**src/rtl/mips_cpu_lsu_avalon.sv**
```systemverilog
`default_nettype none
// ============================================================================
// Module   : mips_cpu_lsu_avalon
// Purpose  : Load/store unit between the multicycle MIPS core and an Avalon-MM
//            master port. One request at a time: fetch, LB/LBU/LH/LHU/LW,
//            SB/SH/SW (and LD/SD when DATA_W=64). Aligns the bus address,
//            builds byteenable and lane-replicated writedata, and
//            sign/zero-extends read data. Exactly one response per request.
// Option   : define LSU_WAIT_TIMEOUT_EN to abort a bus cycle after MAX_WAIT
//            waitrequest cycles with an error response.
// Ports    : clk, reset            clock / synchronous active-high reset
//            i_req_*  / o_req_ready core request channel
//            o_resp_*               one-cycle response (valid, rdata, err)
//            o_address, o_read, o_write, i_waitrequest, o_writedata,
//            o_byteenable, i_readdata   Avalon-MM master
// Revision : 1.0  initial release
// ============================================================================
module mips_cpu_lsu_avalon #(
  parameter int ADDR_W   = 32,
  parameter int DATA_W   = 32,
  parameter int MAX_WAIT = 255
) (
  input  logic                   clk,
  input  logic                   reset,
  // core request
  input  logic                   i_req_valid,
  output logic                   o_req_ready,
  input  logic                   i_req_write,
  input  logic [1:0]             i_req_size,
  input  logic                   i_req_signed,
  input  logic [ADDR_W-1:0]      i_req_addr,
  input  logic [DATA_W-1:0]      i_req_wdata,
  // core response
  output logic                   o_resp_valid,
  output logic [DATA_W-1:0]      o_resp_rdata,
  output logic                   o_resp_err,
  // Avalon-MM master
  output logic [ADDR_W-1:0]      o_address,
  output logic                   o_read,
  output logic                   o_write,
  input  logic                   i_waitrequest,
  output logic [DATA_W-1:0]      o_writedata,
  output logic [DATA_W/8-1:0]    o_byteenable,
  input  logic [DATA_W-1:0]      i_readdata
);

  localparam int NBYTES = DATA_W / 8;
  localparam int LSB    = $clog2(NBYTES);

  typedef enum logic [2:0] {
    S_IDLE  = 3'd0,
    S_BUS   = 3'd1,
    S_RDATA = 3'd2,
    S_RESP  = 3'd3,
    S_ERR   = 3'd4
  } state_t;

  state_t            r_state;
  logic [1:0]        r_size;
  logic              r_signed;
  logic [LSB-1:0]    r_off;

  logic [LSB-1:0]    w_off;
  logic              w_misaligned;
  logic [NBYTES-1:0] w_lane_mask;
  logic [NBYTES-1:0] w_be;
  logic [DATA_W-1:0] w_wdata;
  logic [DATA_W-1:0] w_shifted;
  logic [DATA_W-1:0] w_keep;
  logic              w_sbit;
  logic [DATA_W-1:0] w_ext;

`ifdef LSU_WAIT_TIMEOUT_EN
  localparam int CNT_W = ($clog2(MAX_WAIT + 1) > 8) ? $clog2(MAX_WAIT + 1) : 8;
  logic [CNT_W-1:0]  r_wait_cnt;
`else
  logic [31:0]       w_unused_max_wait;
  assign w_unused_max_wait = MAX_WAIT;
`endif

  // --------------------------------------------------------------------------
  // Request decode (only meaningful in the accept cycle)
  // --------------------------------------------------------------------------
  assign w_off = i_req_addr[LSB-1:0];

  always_comb begin
    w_misaligned = 1'b0;
    w_lane_mask  = '0;
    w_wdata      = i_req_wdata;
    case (i_req_size)
      2'd0: begin
        w_lane_mask = NBYTES'(4'h1);
        w_wdata     = {NBYTES{i_req_wdata[7:0]}};
      end
      2'd1: begin
        w_misaligned = i_req_addr[0];
        w_lane_mask  = NBYTES'(4'h3);
        w_wdata      = {(NBYTES/2){i_req_wdata[15:0]}};
      end
      2'd2: begin
        w_misaligned = |i_req_addr[1:0];
        w_lane_mask  = NBYTES'(4'hF);
        w_wdata      = {(NBYTES/4){i_req_wdata[31:0]}};
      end
      default: begin
        // A doubleword only exists on a 64-bit bus.
        w_misaligned = (DATA_W != 64) || (|i_req_addr[2:0]);
        w_lane_mask  = '1;
        w_wdata      = i_req_wdata;
      end
    endcase
  end

  assign w_be = w_lane_mask << w_off;

  // --------------------------------------------------------------------------
  // Load lane extraction and extension from latched size/offset
  // --------------------------------------------------------------------------
  assign w_shifted = i_readdata >> {r_off, 3'b000};

  always_comb begin
    w_keep = '1;
    w_sbit = 1'b0;
    case (r_size)
      2'd0: begin
        w_keep = DATA_W'(8'hFF);
        w_sbit = w_shifted[7];
      end
      2'd1: begin
        w_keep = DATA_W'(16'hFFFF);
        w_sbit = w_shifted[15];
      end
      2'd2: begin
        w_keep = DATA_W'(32'hFFFF_FFFF);
        w_sbit = w_shifted[31];
      end
      default: begin
        w_keep = '1;
        w_sbit = w_shifted[DATA_W-1];
      end
    endcase
  end

  assign w_ext = (w_shifted & w_keep) | (~w_keep & {DATA_W{r_signed & w_sbit}});

  // --------------------------------------------------------------------------
  // Control FSM with registered outputs
  // --------------------------------------------------------------------------
  always_ff @(posedge clk) begin
    if (reset) begin
      r_state      <= S_IDLE;
      r_size       <= 2'd0;
      r_signed     <= 1'b0;
      r_off        <= '0;
      o_req_ready  <= 1'b1;
      o_resp_valid <= 1'b0;
      o_resp_err   <= 1'b0;
      o_resp_rdata <= '0;
      o_address    <= '0;
      o_read       <= 1'b0;
      o_write      <= 1'b0;
      o_writedata  <= '0;
      o_byteenable <= '0;
`ifdef LSU_WAIT_TIMEOUT_EN
      r_wait_cnt   <= '0;
`endif
    end else begin
      // Response flags are single-cycle pulses.
      o_resp_valid <= 1'b0;
      o_resp_err   <= 1'b0;
      case (r_state)
        S_IDLE: begin
          if (i_req_valid) begin
            r_size      <= i_req_size;
            r_signed    <= i_req_signed;
            r_off       <= w_off;
            o_req_ready <= 1'b0;
            if (w_misaligned) begin
              r_state      <= S_ERR;
              o_resp_valid <= 1'b1;
              o_resp_err   <= 1'b1;
              o_resp_rdata <= '0;
            end else begin
              r_state      <= S_BUS;
              o_address    <= {i_req_addr[ADDR_W-1:LSB], {LSB{1'b0}}};
              o_byteenable <= w_be;
              o_read       <= ~i_req_write;
              o_write      <= i_req_write;
              if (i_req_write) begin
                o_writedata <= w_wdata;
              end
`ifdef LSU_WAIT_TIMEOUT_EN
              r_wait_cnt   <= '0;
`endif
            end
          end
        end

        S_BUS: begin
`ifdef LSU_WAIT_TIMEOUT_EN
          if (i_waitrequest && (r_wait_cnt == CNT_W'(MAX_WAIT))) begin
            o_read       <= 1'b0;
            o_write      <= 1'b0;
            r_state      <= S_ERR;
            o_resp_valid <= 1'b1;
            o_resp_err   <= 1'b1;
            o_resp_rdata <= '0;
          end else if (i_waitrequest) begin
            r_wait_cnt <= r_wait_cnt + 1'b1;
          end
`endif
          if (!i_waitrequest) begin
            o_read  <= 1'b0;
            o_write <= 1'b0;
            if (o_write) begin
              r_state      <= S_RESP;
              o_resp_valid <= 1'b1;
              o_resp_rdata <= '0;
            end else begin
              r_state <= S_RDATA;
            end
          end
        end

        S_RDATA: begin
          // readdata is valid in the cycle after the read was accepted.
          o_resp_rdata <= w_ext;
          o_resp_valid <= 1'b1;
          r_state      <= S_RESP;
        end

        S_RESP, S_ERR: begin
          o_resp_rdata <= '0;
          o_req_ready  <= 1'b1;
          r_state      <= S_IDLE;
        end

        default: begin
          r_state     <= S_IDLE;
          o_read      <= 1'b0;
          o_write     <= 1'b0;
          o_req_ready <= 1'b1;
        end
      endcase
    end
  end

endmodule
`default_nettype wire
```
**config.mk**
```make
export PLATFORM = sky130hd
export DESIGN_NAME = mips_cpu_lsu_avalon
export DESIGN_NICKNAME = d
export VERILOG_FILES = /design/src/rtl/mips_cpu_lsu_avalon.sv
export SDC_FILE = /design/constraint.sdc
export NUM_CORES = 1
export LEC_CHECK = 0
export ABC_AREA = 1
export BUFFER_PORTS_ARGS = -buffer_cell sky130_fd_sc_hd__buf_2
export CAP_MARGIN = 0
export CORE_ASPECT_RATIO = 0.9
export CORE_MARGIN = 2
export CORE_UTILIZATION = 45
export CTS_BUF_LIST = sky130_fd_sc_hd__clkbuf_8
export CTS_CLUSTER_DIAMETER = 150
export DETAILED_ROUTE_END_ITERATION = 8
export PLACE_DENSITY_LB_ADDON = 0.12
export SKIP_CTS_REPAIR_TIMING = 1
export SYNTH_ARGS = -nofsm -noshare
export SYNTH_HDL_FRONTEND = slang
export SYNTH_SLANG_ARGS = --single-unit
```
**constraint.sdc**
```tcl
create_clock -name clk -period 2.2 [get_ports clk]
set_input_delay 0.55 -clock clk [delete_from_list [all_inputs] [get_ports clk]]
set_output_delay 0.55 -clock clk [all_outputs]
set_load 0.02 [all_outputs]
```
==> impl_metrics.toml <==
[timing]
hold_viol = 0
rsz0062_at_grt = "false"
timing.fmax_ghz = 0.5840
finalMaxSlewViolations = 0
setup_tns_ns = 0
post-route-min-period_ns = 1.712
setup_viol = 0
post-route-period-util = 0.7783
skew_ns = 0.009108

[yosys]
syn_area_um2 = 5045
yosys_warnings = 0
synth_flop_cell = "dfxtp_1"
avgSynthCellArea_um2 = 7.248
synth_edf_count = 0
synth-async-reset-ratio = 0
ys_seq_area_frac = 0.4405
synth_cell_type_count = 30
ys_seq_elements = 111
syn_inst = 696

[cells_and_area]
area_growth_pct = 26.86
layout_commonest_cell = "buf_2"
fill_cells = 1027
ff_latch_area_um2 = 2222
multi_input_area_um2 = 2424
drive_above_1_share = 0.2982
fin_nets = 981
final_area_um2 = 6400
mostFrequentLayoutCells = "206 x buf_2, 153 x nand2_1, 111 x dfxtp_1, 97 x nor2_1, 90 x a21oi_1"

[power]
vdd_drop_max_mv = 0.4434
pwr-share-comb = 0.238
pwr-share-seq = 0.445
p_leak_uw = 0.003141
power.net_switching_uw = 1549
power_density_nw_per_um2 = 777.5
p_clk_frac = 0.317
power.share.switching = 0.3112
internal_power_uw = 3428

[place]
place_hpwl_um = 10560
io_buffers = 206
gp_congestion = 0.9233
placed_cell_area_um2 = 6130

[die]
core_area_um2 = 10860
die_h_um = 104.4
rows = 36
initial_core_util = 0.4647
dieArea_um2 = 12070
die_w_um = 115.6
io_pins = 209

[routing]
drt_iter0_drc = 243
num_vias = 5267
drcViolationCount = 0
postRouteAntennaNets = 0
via_per_inst = 5.089
wire_per_inst_um = 13.89
drt_wl_total_um = 14380
drt_first_pass_iters = 5

[global_route]
grt_use_met1 = 0.3201
grt-busiest-layer = "met2"
grt_use_met3 = 0.05594
grt_pass1_vias = 4812
grt_overflow = 0
antenna_found_initial = 1
grt_usage = 0.2344
grtUsageMet2 = 0.3622
grt_max_degree = 72
grt_pass1_wl_um = 23090

[clock_tree]
cts_root_buffer = "clkbuf_8"
cts_max_level = 3
cts.reportedPaths.clkPinSlew_ns = 0.10
clk_path_buf_depth = 2
cts.sinks = 111
cts_buffers = 9
clk_latency_ns = 0.37
cts_tree = "yes"

[setup_path]
end_kind = "flop"
cp_data_arrival_time_ns = 1.99
cp_top_family = "simple AND/OR/NAND/NOR gates"
worstPathMaxFanout = 56
crit_buf_inv = 2
cpMaxStageDelayCell = "dfxtp_1"
path_cells = "nor2_4 -> nand2_4 -> nor2_8 -> nand2_4 -> nor2_4 -> buf_12 -> inv_2 -> nor2_1 -> nor2_1"
slowest_delay_ns = 0.36
start_kind = "flop"
required_ns = 2.48
rr_startpoint = "r_state[1]$_SDFFE_PP0P_"
crit_type = "reg2reg"
rrSetupSlack_ns = 0.49
crit_path_start = "r_state[1]$_SDFFE_PP0P_"

[job]
maxCapViolCount = 0

[status]
status = "complete, no violations"

[worst_hold_path]
hp-class = "in2reg"
hp-start = "i_req_addr[17]"
cell families after synthesis:
| kind of cell | count (synthesis) | synth area share |
|---|---|---|
| AO/OA/AOI/OAI | 188 | 0.2061 |
| other | 1 | 0.0007433 |
| buffers and inverters | 78 | 0.07986 |
| flip-flops | 111 | 0.4405 |
| AND/OR/NAND/NOR | 318 | 0.2728 |
cell usage after synthesis (2+ instances only):
cell | number | area [um^2]
nor2_4 | 2 | 22.52
a21oi_1 | 90 | 450.4
buf_4 | 9 | 67.56
dfxtp_1 | 111 | 2222
buf_2 | 11 | 55.05
o21ai_0 | 63 | 315.3
o211a_1 | 10 | 100.1
nor2_1 | 97 | 364.1
nand2_1 | 153 | 574.3
clkbuf_2 | 2 | 10.01
o211ai_1 | 15 | 112.6
nand2_2 | 3 | 18.77
clkbuf_1 | 23 | 86.33
nand3_1 | 49 | 245.2
o21ai_1 | 7 | 35.03
buf_6 | 4 | 45.04
inv_2 | 3 | 11.26
nand2_4 | 2 | 22.52
nand3_2 | 9 | 90.09
inv_1 | 22 | 82.58
o21ai_2 | 2 | 17.52
worst register-to-register path, stage by stage (launching register included):
cell and delay [ns]:
dfxtp_1 0.36, nor2_4 0.16, nand2_4 0.09, nor2_8 0.14
nand2_4 0.14, nor2_4 0.13, buf_12 0.25, inv_2 0.16
nor2_1 0.13, nor2_1 0.06
power by group through the flow:
stage / combinational, uW / clock [uW] / sequential [uW]
final: 1180 / 1580 / 2220
after global routing: 1320 / 1690 / 2230
after CTS: 1180 / 1610 / 2220
after detailed placement: 1180 / 0 / 2260
after global placement: 1160 / 0 / 2260
after floorplan: 659 / 0 / 2400
layer usage:
metal	share of wire	up-vias
met4	0.017	0
li1	-	2668
met5	0	-
met3	0.080	24
met2	0.45	225
met1	0.46	2350
registers in the layout, summed over array words and instances (netlist names):
register	cells
o_resp_rdata	32
o_writedata	32
o_address	30
o_byteenable	4
r_state	3
r_off	2
r_size	2
o_read	1
o_req_ready	1
o_resp_err	1
o_resp_valid	1
o_write	1
r_signed	1
per-stage QoR:
step | setup slack, ns | utilization | instances | hold slack [ns] | power (uW)
2_1_floorplan | 0.5500 | - | 697 | 0.4301 | 3064
3_3_place_gp | 0.3094 | 0.5647 | 1018 | 0.4456 | 3423
3_5_place_dp | 0.2379 | 0.5647 | 1018 | 0.4504 | 3440
4_1_cts | 0.4898 | 0.5893 | 1034 | 0.4050 | 5010
5_1_grt | 0.2835 | 0.5896 | 1035 | 0.4052 | 5237
6_report | 0.4877 | 0.5896 | 1035 | 0.4193 | 4976
path summary, 6_finish.rpt:
check,to,depth (start not counted)
setup / recovery,o_writedata[6]$_SDFFE_PP0P_,9
hold / removal,o_address[17]$_SDFFE_PP0P_,3
hold reg to reg,o_resp_rdata[3]$_SDFFE_PP0P_,2
setup reg to reg,o_writedata[6]$_SDFFE_PP0P_,9
area by class of cell:
cell class | count | area share
multi-input combinational | 508 | 0.3787
sequential | 111 | 0.3472
timing repair buffer | 221 | 0.1865
tap | 152 | 0.02972
clock inverter | 7 | 0.02248
clock buffer | 9 | 0.01935
inverter | 26 | 0.01564
antenna | 1 | 0.0003910
(Power assumes the default switching activity.)
